$ cat src/rtl/pipe_ctrl.sv
// rtl/pipe_ctrl.sv - pipeline hold/flush/redirect sequencing controller
// Optional PIPE_CTRL_PERF_EN adds saturating stall and jump-flush counters.
module pipe_ctrl #(
  parameter int BOOT_CYCLES = 2,
  parameter int FLUSH_EXTRA = 1
) (
  input  logic        clk,
  input  logic        rst,
  input  logic        jump_en_i,
  input  logic [31:0] jump_addr_i,
  input  logic        hold_ex_i,
  input  logic        hold_ld_i,
  input  logic        hold_bus_i,
  output logic        hold_pc_o,
  output logic        hold_if_id_o,
  output logic        hold_id_ex_o,
  output logic        flush_if_id_o,
  output logic        flush_id_ex_o,
  output logic        jump_en_o,
  output logic [31:0] jump_addr_o,
  output logic [31:0] stall_cnt_o,
  output logic [31:0] flush_cnt_o
);

  localparam logic [7:0] BOOT_INIT  = 8'(BOOT_CYCLES - 1);
  localparam logic [7:0] FLUSH_INIT = (FLUSH_EXTRA > 0) ? 8'(FLUSH_EXTRA - 1) : 8'd0;
  localparam logic       HAS_FLUSH  = (FLUSH_EXTRA > 0);

  typedef enum logic [1:0] {
    S_BOOT,
    S_RUN,
    S_FLUSH
  } state_t;

  state_t     state, state_n;
  logic [7:0] cnt, cnt_n;

  always_ff @(posedge clk or posedge rst) begin
    if (rst) begin
      state <= S_BOOT;
      cnt   <= BOOT_INIT;
    end else begin
      state <= state_n;
      cnt   <= cnt_n;
    end
  end

  always_comb begin
    state_n       = state;
    cnt_n         = cnt;
    hold_pc_o     = 1'b0;
    hold_if_id_o  = 1'b0;
    hold_id_ex_o  = 1'b0;
    flush_if_id_o = 1'b0;
    flush_id_ex_o = 1'b0;
    jump_en_o     = 1'b0;
    jump_addr_o   = 32'd0;
    case (state)
      S_BOOT: begin
        hold_pc_o     = 1'b1;
        flush_if_id_o = 1'b1;
        flush_id_ex_o = 1'b1;
        if (cnt == 8'd0) state_n = S_RUN;
        else             cnt_n   = cnt - 8'd1;
      end
      S_RUN: begin
        // EX busy outranks a jump: EX never presents a valid jump while holding.
        if (hold_ex_i) begin
          hold_pc_o    = 1'b1;
          hold_if_id_o = 1'b1;
          hold_id_ex_o = 1'b1;
        end else if (jump_en_i) begin
          jump_en_o     = 1'b1;
          jump_addr_o   = jump_addr_i;
          flush_if_id_o = 1'b1;
          flush_id_ex_o = 1'b1;
          if (HAS_FLUSH) begin
            state_n = S_FLUSH;
            cnt_n   = FLUSH_INIT;
          end
        end else if (hold_ld_i) begin
          hold_pc_o     = 1'b1;
          hold_if_id_o  = 1'b1;
          flush_id_ex_o = 1'b1;
        end else if (hold_bus_i) begin
          hold_pc_o     = 1'b1;
          flush_if_id_o = 1'b1;
        end
      end
      S_FLUSH: begin
        // ID/EX hold bubbles here, so only the fetch-side stall matters.
        flush_if_id_o = 1'b1;
        flush_id_ex_o = 1'b1;
        hold_pc_o     = hold_bus_i;
        if (cnt == 8'd0) state_n = S_RUN;
        else             cnt_n   = cnt - 8'd1;
      end
      default: begin
        state_n = S_BOOT;
        cnt_n   = BOOT_INIT;
      end
    endcase
  end

`ifdef PIPE_CTRL_PERF_EN
  logic [31:0] stall_cnt, flush_cnt;

  always_ff @(posedge clk or posedge rst) begin
    if (rst) begin
      stall_cnt <= 32'd0;
      flush_cnt <= 32'd0;
    end else begin
      if (state == S_RUN && hold_pc_o && stall_cnt != 32'hFFFF_FFFF)
        stall_cnt <= stall_cnt + 32'd1;
      if (state == S_RUN && jump_en_o && flush_cnt != 32'hFFFF_FFFF)
        flush_cnt <= flush_cnt + 32'd1;
    end
  end

  assign stall_cnt_o = stall_cnt;
  assign flush_cnt_o = flush_cnt;
`else
  assign stall_cnt_o = 32'd0;
  assign flush_cnt_o = 32'd0;
`endif

endmodule

$ cat config.mk
export PLATFORM = sky130hd
export DESIGN_NAME = pipe_ctrl
export DESIGN_NICKNAME = d
export VERILOG_FILES = /design/src/rtl/pipe_ctrl.sv
export SDC_FILE = /design/constraint.sdc
export NUM_CORES = 1
export LEC_CHECK = 0
export CORE_MARGIN = 2
export CORE_UTILIZATION = 26
export DETAILED_ROUTE_END_ITERATION = 6
export PLACE_DENSITY = 0.84
export SKIP_CTS_REPAIR_TIMING = 1
export SYNTH_ARGS = -nofsm -noshare
export SYNTH_HDL_FRONTEND = slang
export SYNTH_SLANG_ARGS = --single-unit
$ cat constraint.sdc
create_clock -name clk -period 1.7 [get_ports clk]
set_input_delay 0.34 -clock clk [delete_from_list [all_inputs] [get_ports clk]]
set_output_delay 0.34 -clock clk [all_outputs]
set_load 0.005 [all_outputs]
* Yosys cells after proc, flatten, opt, wreduce, memory -nomap -nowiden
Index checks and enable logic that the tools add are counted.
Word-level totals: register bits after elaboration 10, output and inout port bits 102
Operators by class: add/subtract/negate cells 1, mux-type cells 32, eq/ne operators 6, reductions and logical operators 5
Operator list (count):
- $mux W32 | 3
- $mux W8 | 3
- $mux W1 | 18
- $pmux W8 S2 | 1
- $logic_not A8 Y1 | 1
- $sub A8 B1 Y8 const B | 1
- $mux W2 | 3
- $ne A2 B2 Y1 const B | 3
- $reduce_and A3 Y1 | 2
- $pmux W1 S2 | 2
- $pmux W2 S2 | 1
- $pmux W1 S3 | 1
- $eq A2 B1 Y1 const B | 1
- $eq A2 B2 Y1 const B | 1
- $logic_not A2 Y1 | 1
- $ne A2 B1 Y1 const B | 1
- $reduce_or A2 Y1 | 1

* Depth between registers and ports, before layout
Gate-level depths: netlist of the first run.
word-level depth 5, mapped depth 6

* Worst setup path before layout of the first run
OpenSTA, ideal clock, no wires.
path kind register to output, from register state[1], to output port jump_addr_o[10], path buffers 1, cell stages (with the launch flop) 5, arrival time 1454 ps, setup slack -94 ps, path through dfrtp_1 -> or2b_2 -> nor3_1 -> clkbuf_1 -> and2_1
Between the ends: longest elaborated chain between the ends 2
RTL lines:
- from (decl) | line 35 | state_t state, state_n;
- from (signal assigned) | line 43 | state <= state_n;
- $eq A2 B1 Y1 | line 58 | case (state)
- $mux W32 | line 58
- to (decl) | line 20 | output logic [31:0] jump_addr_o,
No other way between the ends.

* Worst setup path after layout of the first run
from register state[1], to output port jump_addr_o[29]
The elaborated chain is that of the path after synthesis.

==> impl.org, run 1 <==
** Status
- Status :: finished with violations
- Violated checks :: setup timing

** Yosys
- The share of synthesized area in the top cell type comes to 36.2%.
- Most area-hungry cell type in the Yosys netlist :: sky130_fd_sc_hd__buf_4
- Summing every instance area after synthesis gives around 1300 sq um.
- Synthesis handed over a netlist of 172 instances.
- Sequential cell area fraction in the yosys report :: 19.0%
- The average instance in the mapped netlist occupies 7.71 sq um.
- Most instantiated cells after synthesis :: 64 x sky130_fd_sc_hd__buf_4, 32 x sky130_fd_sc_hd__and2_1, 9 x sky130_fd_sc_hd__dfrtp_1, 8 x sky130_fd_sc_hd__inv_1, 8 x sky130_fd_sc_hd__nor2_1
- Number of distinct library cells after synthesis :: 33
- Async SR Flop Fraction :: 100%
- Largest cells by area after synthesis :: sky130_fd_sc_hd__buf_4 36%, sky130_fd_sc_hd__dfrtp_1 17%, sky130_fd_sc_hd__and2_1 15%
- Number of synthesized register bits :: 10
- Counting flops with a built-in enable in the synthesized netlist gives 0.
- Yosys synthesis warning count :: 0
- The most common cell in the synthesized netlist is sky130_fd_sc_hd__buf_4.
- In the synthesized netlist the dominant register cell turns out to be sky130_fd_sc_hd__dfrtp_1.

** Die
- Die Height :: 75.4 um
- From left edge to right edge, the die measures 75.4 um.
- Pin placement for this block handled between 100 and 150 I/O pins.
- The floorplan step defined a die boundary enclosing 5690 sq um.
- Initial core utilization :: 27.5%
- Row generation in the floorplan step produced 25 rows.
- Core area :: 4820 sq um

** Drt
- Count of vias placed by the detailed router :: approximately 1300
- DRT iter0 DRCs :: 56
- Post-detailed-route via-to-cell ratio :: 3.86
- The pre-antenna-repair detailed-routing pass consisted of 4 iterations.
- Sum of routed wire length over all layers :: 4.52 mm
- Average wire per standard cell :: ~13 um
- Post-detailed-route DRC marker count :: 0
- In this run the remaining antenna-violating nets after routing total 0.

** Final layout
- Once layout is done, the placed cells without fillers occupy 2400 sq um.
- Total inserted antenna cells :: 0
- Area growth, synth to finish :: 81.0%
- In the final layout, the share of cells above drive strength 1 is roughly two fifths.
- Final net count :: 318

** Power
- Share of total power in sequential cells :: 19.6%
- Net switching share of the total power :: 39.1%
- Net Sw Power :: 0.891 mW
- Across the VDD grid, the largest voltage drop is 418 uV.
- Combinational logic is responsible for 69.2% of the overall power.
- The analysis attributes to cell leakage a power of 1.25 nW.
- Total power density per cell area :: 950 nW/um^2
- P_int :: 1.39 mW
- Of the total power, the clock network draws 11.2%.

** Worst setup path
- Critical Path RT :: 1.36 ns
- Largest stage delay, worst path :: 0.37 ns
- For this design, the slowest cell found on the critical path is sky130_fd_sc_hd__dfrtp_1.
- Timing startpoint of the critical path :: state[1]$_DFFE_PP0P_
- Crit-path max FO :: 8
- Cell repeated most along the worst path :: sky130_fd_sc_hd__buf_6
- Crit path capture type :: primary output
- The worst setup path is launched from a flip-flop.
- Origin of the critical flop-to-flop path :: cnt[5]$_DFFE_PP0P_
- CP Data Arrival Time :: 1.69 ns
- Traced cell by cell, the critical path runs through or2b_4, nor3_4, buf_12, buf_6, clkbuf_16, and2_4, buf_6.
- Worst reg-to-reg setup slack :: approximately 0.01 ns
- Critical path type :: reg -> out

** CTS
- Sinks on Clock Net :: 10
- Counting along the longest clock path gives a buffer depth of 2.
- In this run the number of H-tree levels came out at 1.
- Clock-pin slew was measured on the worst setup and hold paths at 0.05 ns.
- Number of buffers created by CTS :: 3
- TritonCTS clock tree :: yes
- At the later pin of the worst-skew pair, clock insertion delay measures 0.24 ns.
- Clock tree synthesis selected as its root buffer the cell sky130_fd_sc_hd__clkbuf_8.

** Global routing
- Sum of overflow across all layers after global routing :: 0
- Met1 routing resource usage after global routing :: 14.5%
- Largest net degree at the start of global routing :: 34
- For this run, global-route usage on met3 was measured as 3.57%.
- Initial antenna violation count :: 0
- The first global-routing pass estimated 4.98 mm of wire.
- Highest-utilization routing layer at the global route stage :: met2
- Overall global routing resource usage :: 11.2%
- Met2 Track Usage GR :: between 10% and 20%
- The number of global-route vias before repair came to 1096.

** STA
- Setup repair after global routing could not meet its margin everywhere.
- Number of failing hold endpoints at the final stage :: 0
- Setup-failing EPs final :: 35
- The routed design could run at a clock period as short as 2.03 ns.
- Clock skew on the completed layout was measured at about 0.0075 ns.
- Crit path setup slack, layout :: -0.332 ns
- Of the available clock period, the critical path in the final layout requires 120%.
- Maximum achievable frequency :: between 400 and 500 MHz
- Max Transition Viols Final :: 0
- Post-route worst hold slack :: roughly 0.39 ns

** Worst hold path
- Tightest Hold Check Type :: in -> async

** Place
- Port Buffers :: 75
- Placed Area :: 2080 sq um
- The congestion estimate from routability-driven global placement came to 0.791.
- After legalization and detailed placement, the total HPWL measured 3.06 mm.

** Run
- Max-cap violations in this run came to 0.
-- placed cells by master, fill, tap and decap left out, types with 2 or more instances in the layout --
| cell type | synthesis | layout |
|---|---|---|
| sky130_fd_sc_hd__a21oi_1 | 4 | 3 |
| sky130_fd_sc_hd__nand2_1 | 2 | 2 |
| sky130_fd_sc_hd__clkbuf_2 | 0 | 9 |
| sky130_fd_sc_hd__o21ai_0 | 6 | 5 |
| sky130_fd_sc_hd__a21o_1 | 3 | 3 |
| sky130_fd_sc_hd__buf_12 | 0 | 2 |
| sky130_fd_sc_hd__buf_4 | 64 | 21 |
| sky130_fd_sc_hd__dlymetal6s2s_1 | 0 | 5 |
| sky130_fd_sc_hd__buf_2 | 1 | 3 |
| sky130_fd_sc_hd__and2_1 | 32 | 7 |
| sky130_fd_sc_hd__nor3_4 | 0 | 3 |
| sky130_fd_sc_hd__inv_1 | 8 | 7 |
| sky130_fd_sc_hd__clkbuf_8 | 0 | 3 |
| sky130_fd_sc_hd__and2_4 | 0 | 25 |
| sky130_fd_sc_hd__clkbuf_16 | 0 | 3 |
| sky130_fd_sc_hd__conb_1 | 1 | 64 |
| sky130_fd_sc_hd__o311ai_0 | 2 | 2 |
| sky130_fd_sc_hd__nor2_1 | 8 | 7 |
| sky130_fd_sc_hd__nor3_1 | 6 | 3 |
| sky130_fd_sc_hd__buf_6 | 0 | 29 |
| sky130_fd_sc_hd__clkdlybuf4s50_1 | 0 | 33 |
| sky130_fd_sc_hd__dfrtp_1 | 9 | 9 |
-- logic make-up after synthesis --
group / after synthesis / synth area share, %
buf+inv: 76 / 39.7
other cells: 1 / 0.283
simple gates: 60 / 27.3
fa+ha+maj: 2 / 1.89
xor+xnor: 1 / 0.660
mux: 1 / 0.755
compound gates: 21 / 10.5
flops: 10 / 19.0
-- power groups by stage --
stage	registers, mW	clock network (mW)	logic (mW)
2_1_floorplan	0.445	0	0.720
3_3_place_gp	0.430	0	1.25
3_5_place_dp	0.440	0	1.27
4_1_cts	0.437	0.263	1.28
5_1_grt	0.459	0.275	1.73
6_report	0.447	0.256	1.58
-- registers in the layout, summed over array words and instances (netlist names) --
| signal | count |
|---|---|
| state | 2 |
| cnt | 8 |
-- final timing paths --
path | to | cells past startpoint
hold / removal | cnt[4]$_DFFE_PP0P_ | 2
setup reg to reg | cnt[7]$_DFFE_PP0P_ | 3
min in group clk | cnt[6]$_DFFE_PP0P_ | 2
setup / recovery | jump_addr_o[29] | 7
hold reg to reg | cnt[6]$_DFFE_PP0P_ | 2
max in group asynchronous | cnt[0]$_DFFE_PP1P_ | 2
-- worst max-delay path: cells and delay by family, from the launching register on --
family	cells	cell delay (ns)
buf+inv	4	0.47
simple gates	3	0.63
flops	1	0.37
-- metal layers --
| layer | vias up | wire, um | share of wire [%] |
|---|---|---|---|
| li1 | 641 | - | - |
| met1 | 621 | 1780 | 39 |
| met2 | 62 | 2440 | 54 |
| met3 | 4 | 253 | 5.6 |
| met4 | 0 | 45 | 0.99 |
| met5 | - | 0 | 0 |
-- area by class of cell --
class                           instances  area (sq um)
Fill cell                             456          2420
Timing Repair Buffer                  106          1070
Multi-Input combinational cell        149           923
Sequential cell                        10           251
Tap cell                               67          83.8
Clock buffer                            4          45.0
Inverter                                8          30.0
-- metrics by stage --
| step | instances | power, mW | utilization, % | setup slack (ns) | TNS [ns] |
|---|---|---|---|---|---|
| 3_3_place_gp | 330 | 1.68 | 43.2 | -0.609 | -23.30 |
| 2_1_floorplan | 235 | 1.17 | - | 0.0264 | 0 |
| 3_5_place_dp | 330 | 1.71 | 43.2 | -0.664 | -24.65 |
| 6_report | 344 | 2.28 | 49.8 | -0.332 | -8.98 |
| 4_1_cts | 334 | 1.98 | 44.1 | -0.672 | -23.51 |
| 5_1_grt | 344 | 2.47 | 49.8 | -0.376 | -10.81 |
Power figures use the tool's default switching activity.
==> inputs of run 2 (changes only) <==
--- a/config.mk
+++ b/config.mk
@@ -6,9 +6,9 @@
 export NUM_CORES = 1
 export LEC_CHECK = 0
 export CORE_MARGIN = 2
-export CORE_UTILIZATION = 26
+export CORE_UTILIZATION = 31
 export DETAILED_ROUTE_END_ITERATION = 6
-export PLACE_DENSITY = 0.84
+export PLACE_DENSITY = 0.93
 export SKIP_CTS_REPAIR_TIMING = 1
 export SYNTH_ARGS = -nofsm -noshare
 export SYNTH_HDL_FRONTEND = slang
==> constraint.sdc (replaced) <==
create_clock -name clk -period 2.4 [get_ports clk]
set_input_delay 0.48 -clock clk [delete_from_list [all_inputs] [get_ports clk]]
set_output_delay 0.48 -clock clk [all_outputs]
set_load 0.005 [all_outputs]
==> run 2 against run 1 <==
- the flow now finishes without violations
- hold slack better by 0.13 ns
- die area shrank 15%
- clock power shrank 16%
- cell count shrank 9.3%
- non-clock buffer count is 15 lower
- sequential share of layout area is 0.98 points higher
- first-iteration DRC count grew 38%
- critical endpoint is now jump_addr_o[21]
- largest cell class unchanged
- largest power group unchanged
==> impl.org, run 2 (synthesized netlist as in run 1, its figures left out) <==
** Status
- The run finished with clean final reports.

** STA
- Final clock skew :: 0.00654 ns (-0.000915 ns)
- Maximum achievable frequency :: 428 MHz
- The total of endpoints with negative setup slack in the final report was 0 (-100%).
- In the finished design, the share of the clock period the worst path needs comes to a little over nine tenths.
- The number of endpoints with negative hold slack in the final report is 0 (unchanged).
- Max Transition Viols Final :: 0 (unchanged)
- Minimum clock period :: 2.34 ns

** Place
- Placer Congestion :: 0.930 (+18%)
- The cell count after placement was 298 (-9.7%).
- Port Buffers :: 75 (unchanged)
- The half-perimeter wire length after placement is 2.70 mm (-12%).

** Final layout
- Final non-filler cell total :: 312 (-9.3%)
- Final net count :: 303 (-4.7%)
- Share of post-route cells with drive strength above 1 :: 10.7% (-29 points)
- The flip-flop and latch area came to 251 sq um (unchanged).
- The largest registers in the layout are cnt (8), state (2).
- The area of the multi-input gates was 798 sq um (-14%).
- Leaving out fill and tap cells, the most frequent cell in the layout is sky130_fd_sc_hd__conb_1.
- Fill cells :: 355 (-22%)
- Most frequent cells in the layout :: 64 x sky130_fd_sc_hd__conb_1, 39 x sky130_fd_sc_hd__clkdlybuf4s50_1, 36 x sky130_fd_sc_hd__dlymetal6s2s_1
- cnt holds more flip-flops than any other register.
- Flip-flop count of the largest register, all copies and words added :: 8 (unchanged)
- The final antenna diode count was 0 (unchanged).
- Relative to the synthesized area, the layout overhead comes to 65.6%.

** Worst hold path
- Hold path start :: cnt[1]$_DFFE_PP0P_
- Tightest Hold Check Type :: reg -> reg

** CTS
- The register clock-pin slew on the reported worst setup and hold paths was 0.05 ns (about the same).
- Number of buffers on the longest clock path :: 2 (unchanged)
- Clock latency at the later pin of the worst-skew pair :: 0.24 ns (about the same)
- The total CTS buffers is 3 (unchanged).
- Sinks on Clock Net :: 10 (unchanged)
- CTS placed an instance of sky130_fd_sc_hd__clkbuf_8 at the clock tree root.
- TritonCTS clock tree :: yes
- The number of H-tree branching levels came to 1 (unchanged).

** Global routing
- Largest net degree at the start of global routing :: 35 (+2.9%)
- The global-route usage over all layers was 11.9% (+0.69 points).
- Global-route wire length before repair :: 4.75 mm (-4.7%)
- Initial antenna violation count :: 0 (unchanged)
- Sum of overflow across all layers after global routing :: 0 (unchanged)
- The number of global-route vias before repair is 1092 (-0.36%).

** Worst setup path
- The critical path data arrival time is 1.86 ns (+0.17 ns).
- Crit path capture type :: primary output
- The critical-path maximum fanout is 4 (-4).
- The worst setup path is launched from a flip-flop.
- Origin of the critical flop-to-flop path :: cnt[0]$_DFFE_PP1P_
- Largest stage delay, worst path :: 0.37 ns (about the same)
- Counting stages on the worst path, the most repeated cell is sky130_fd_sc_hd__buf_4.
- The worst setup path is of the reg -> out kind.
- Among cell families on the critical path, the largest total delay comes from simple AND/OR/NAND/NOR gates.
- Critical path, cell by cell :: or2b_4, nor3_4, buf_6, buf_4, buf_4, and2_1, dlymetal6s2s_1
- Tracing the worst setup path back leads to its startpoint at state[0]$_DFFE_PP0P_.
- Buffering stage count on the worst path with inverters included :: 4 (unchanged)
- The required time of the worst setup path was 1.92 ns (+0.56 ns).
- The largest individual stage delay along the critical path comes from the cell sky130_fd_sc_hd__dfrtp_1.

** Drt
- The post-detailed-route via-to-cell ratio is 4.15 (+7.4%).
- The via count came to 1294 (-2.6%).
- The average routed wire per standard cell was 11.6 um (-12%).
- Sum of routed wire length over all layers :: 3.63 mm (-20%)
- Detailed Routing Iterations Pass 1 :: 4 (unchanged)
- The post-route antenna net violation count came to 0 (unchanged).
- Post-detailed-route DRC marker count :: 0 (unchanged)
- The initial detailed-routing violation count came to 77 (+38%).

** Power
- The power per cell area came to 616 nW/um^2 (-35%).
- Leakage power of the design :: 1.63 nW (+30%)
- VDD IR-drop max :: 298 uV (-29%)
- Total chip power :: 1.35 mW (-41%)

** Die
- The full die area came to 4820 sq um (-15%).
- Row count :: 23 (-8.0%)
- Core area :: 4060 sq um (-16%)
- The starting utilization of the core area came to 32.7% (+5.2 points).
- The x dimension of the die came to 69.4 um (-8.0%).
- I/O pins :: 140 (unchanged)
- Die Height :: 69.4 um (-8.0%)

** Run
- Total of max-cap violations :: 0 (unchanged)
[run 2: changes by cell type in the layout (fill, tap and decap cells not counted), moves of 3 or more]
cell and delta:
sky130_fd_sc_hd__and2_1 +25, sky130_fd_sc_hd__and2_4 -25, sky130_fd_sc_hd__buf_2 -3, sky130_fd_sc_hd__buf_4 -9
sky130_fd_sc_hd__buf_6 -27, sky130_fd_sc_hd__clkbuf_2 -9, sky130_fd_sc_hd__clkdlybuf4s50_1 +6, sky130_fd_sc_hd__dlymetal6s2s_1 +31
[run 2: path summary, 6_finish.rpt]
path | endpoint | slack (ns) | cells after the start
setup / recovery | jump_addr_o[21] | 0.06 | 7
hold reg to reg | cnt[1]$_DFFE_PP0P_ | 0.51 | 1
setup reg to reg | cnt[3]$_DFFE_PP0P_ | 0.52 | 6
hold / removal | cnt[1]$_DFFE_PP0P_ | 0.51 | 1
min in group asynchronous | cnt[2]$_DFFE_PP0P_ | 0.53 | 2
max in group asynchronous | cnt[0]$_DFFE_PP1P_ | 1.55 | 2
[run 2: per-stage QoR]
stage | utilization (%) | hold slack (ns) | TNS, ns | instance area, sq um | setup slack, ns
final | 54.1 | 0.514 | 0 | 2200 | 0.0641
after floorplan | - | 0.319 | 0 | 1560 | 0.466
after detailed placement | 47.9 | 0.506 | -5.64 | 1940 | -0.198
after global placement | 47.9 | 0.492 | -5.44 | 1940 | -0.188
after CTS | 49.2 | 0.518 | -6.06 | 2000 | -0.207
after global routing | 54.1 | 0.548 | -0.0166 | 2200 | -0.00765
[run 2: report_power, final]
part	internal, mW	switching (mW)	total [mW]
Clock	0.145	0.0698	0.214
Sequential	0.255	0.0739	0.329
Combinational	0.438	0.371	0.809
[run 2: worst reg2reg max path, cell delays in order (launching register included)]
cell	delay (ns)
sky130_fd_sc_hd__dfstp_2	0.36
sky130_fd_sc_hd__inv_1	0.10
sky130_fd_sc_hd__ha_1	0.18
sky130_fd_sc_hd__or4b_2	0.61
sky130_fd_sc_hd__nor3_1	0.29
sky130_fd_sc_hd__or3_2	0.18
sky130_fd_sc_hd__a21oi_1	0.05
[run 2: area by class of cell]
type                    instances  area share (%)
multi-input cells             149            36.4
inverters                       8            1.37
clock buffers                   4            2.51
well taps                      50            2.85
repair buffers                 91            45.5
flip-flops and latches         10            11.5
[run 2: routing by layer]
| metal | global-route usage, % | vias up | wire [um] |
|---|---|---|---|
| met5 | 0 | - | 0 |
| met4 | 2.61 | 0 | 18 |
| met3 | 4.36 | 4 | 288 |
| met2 | 22.5 | 76 | 2080 |
| met1 | 12.5 | 602 | 1240 |
| li1 | - | 612 | - |
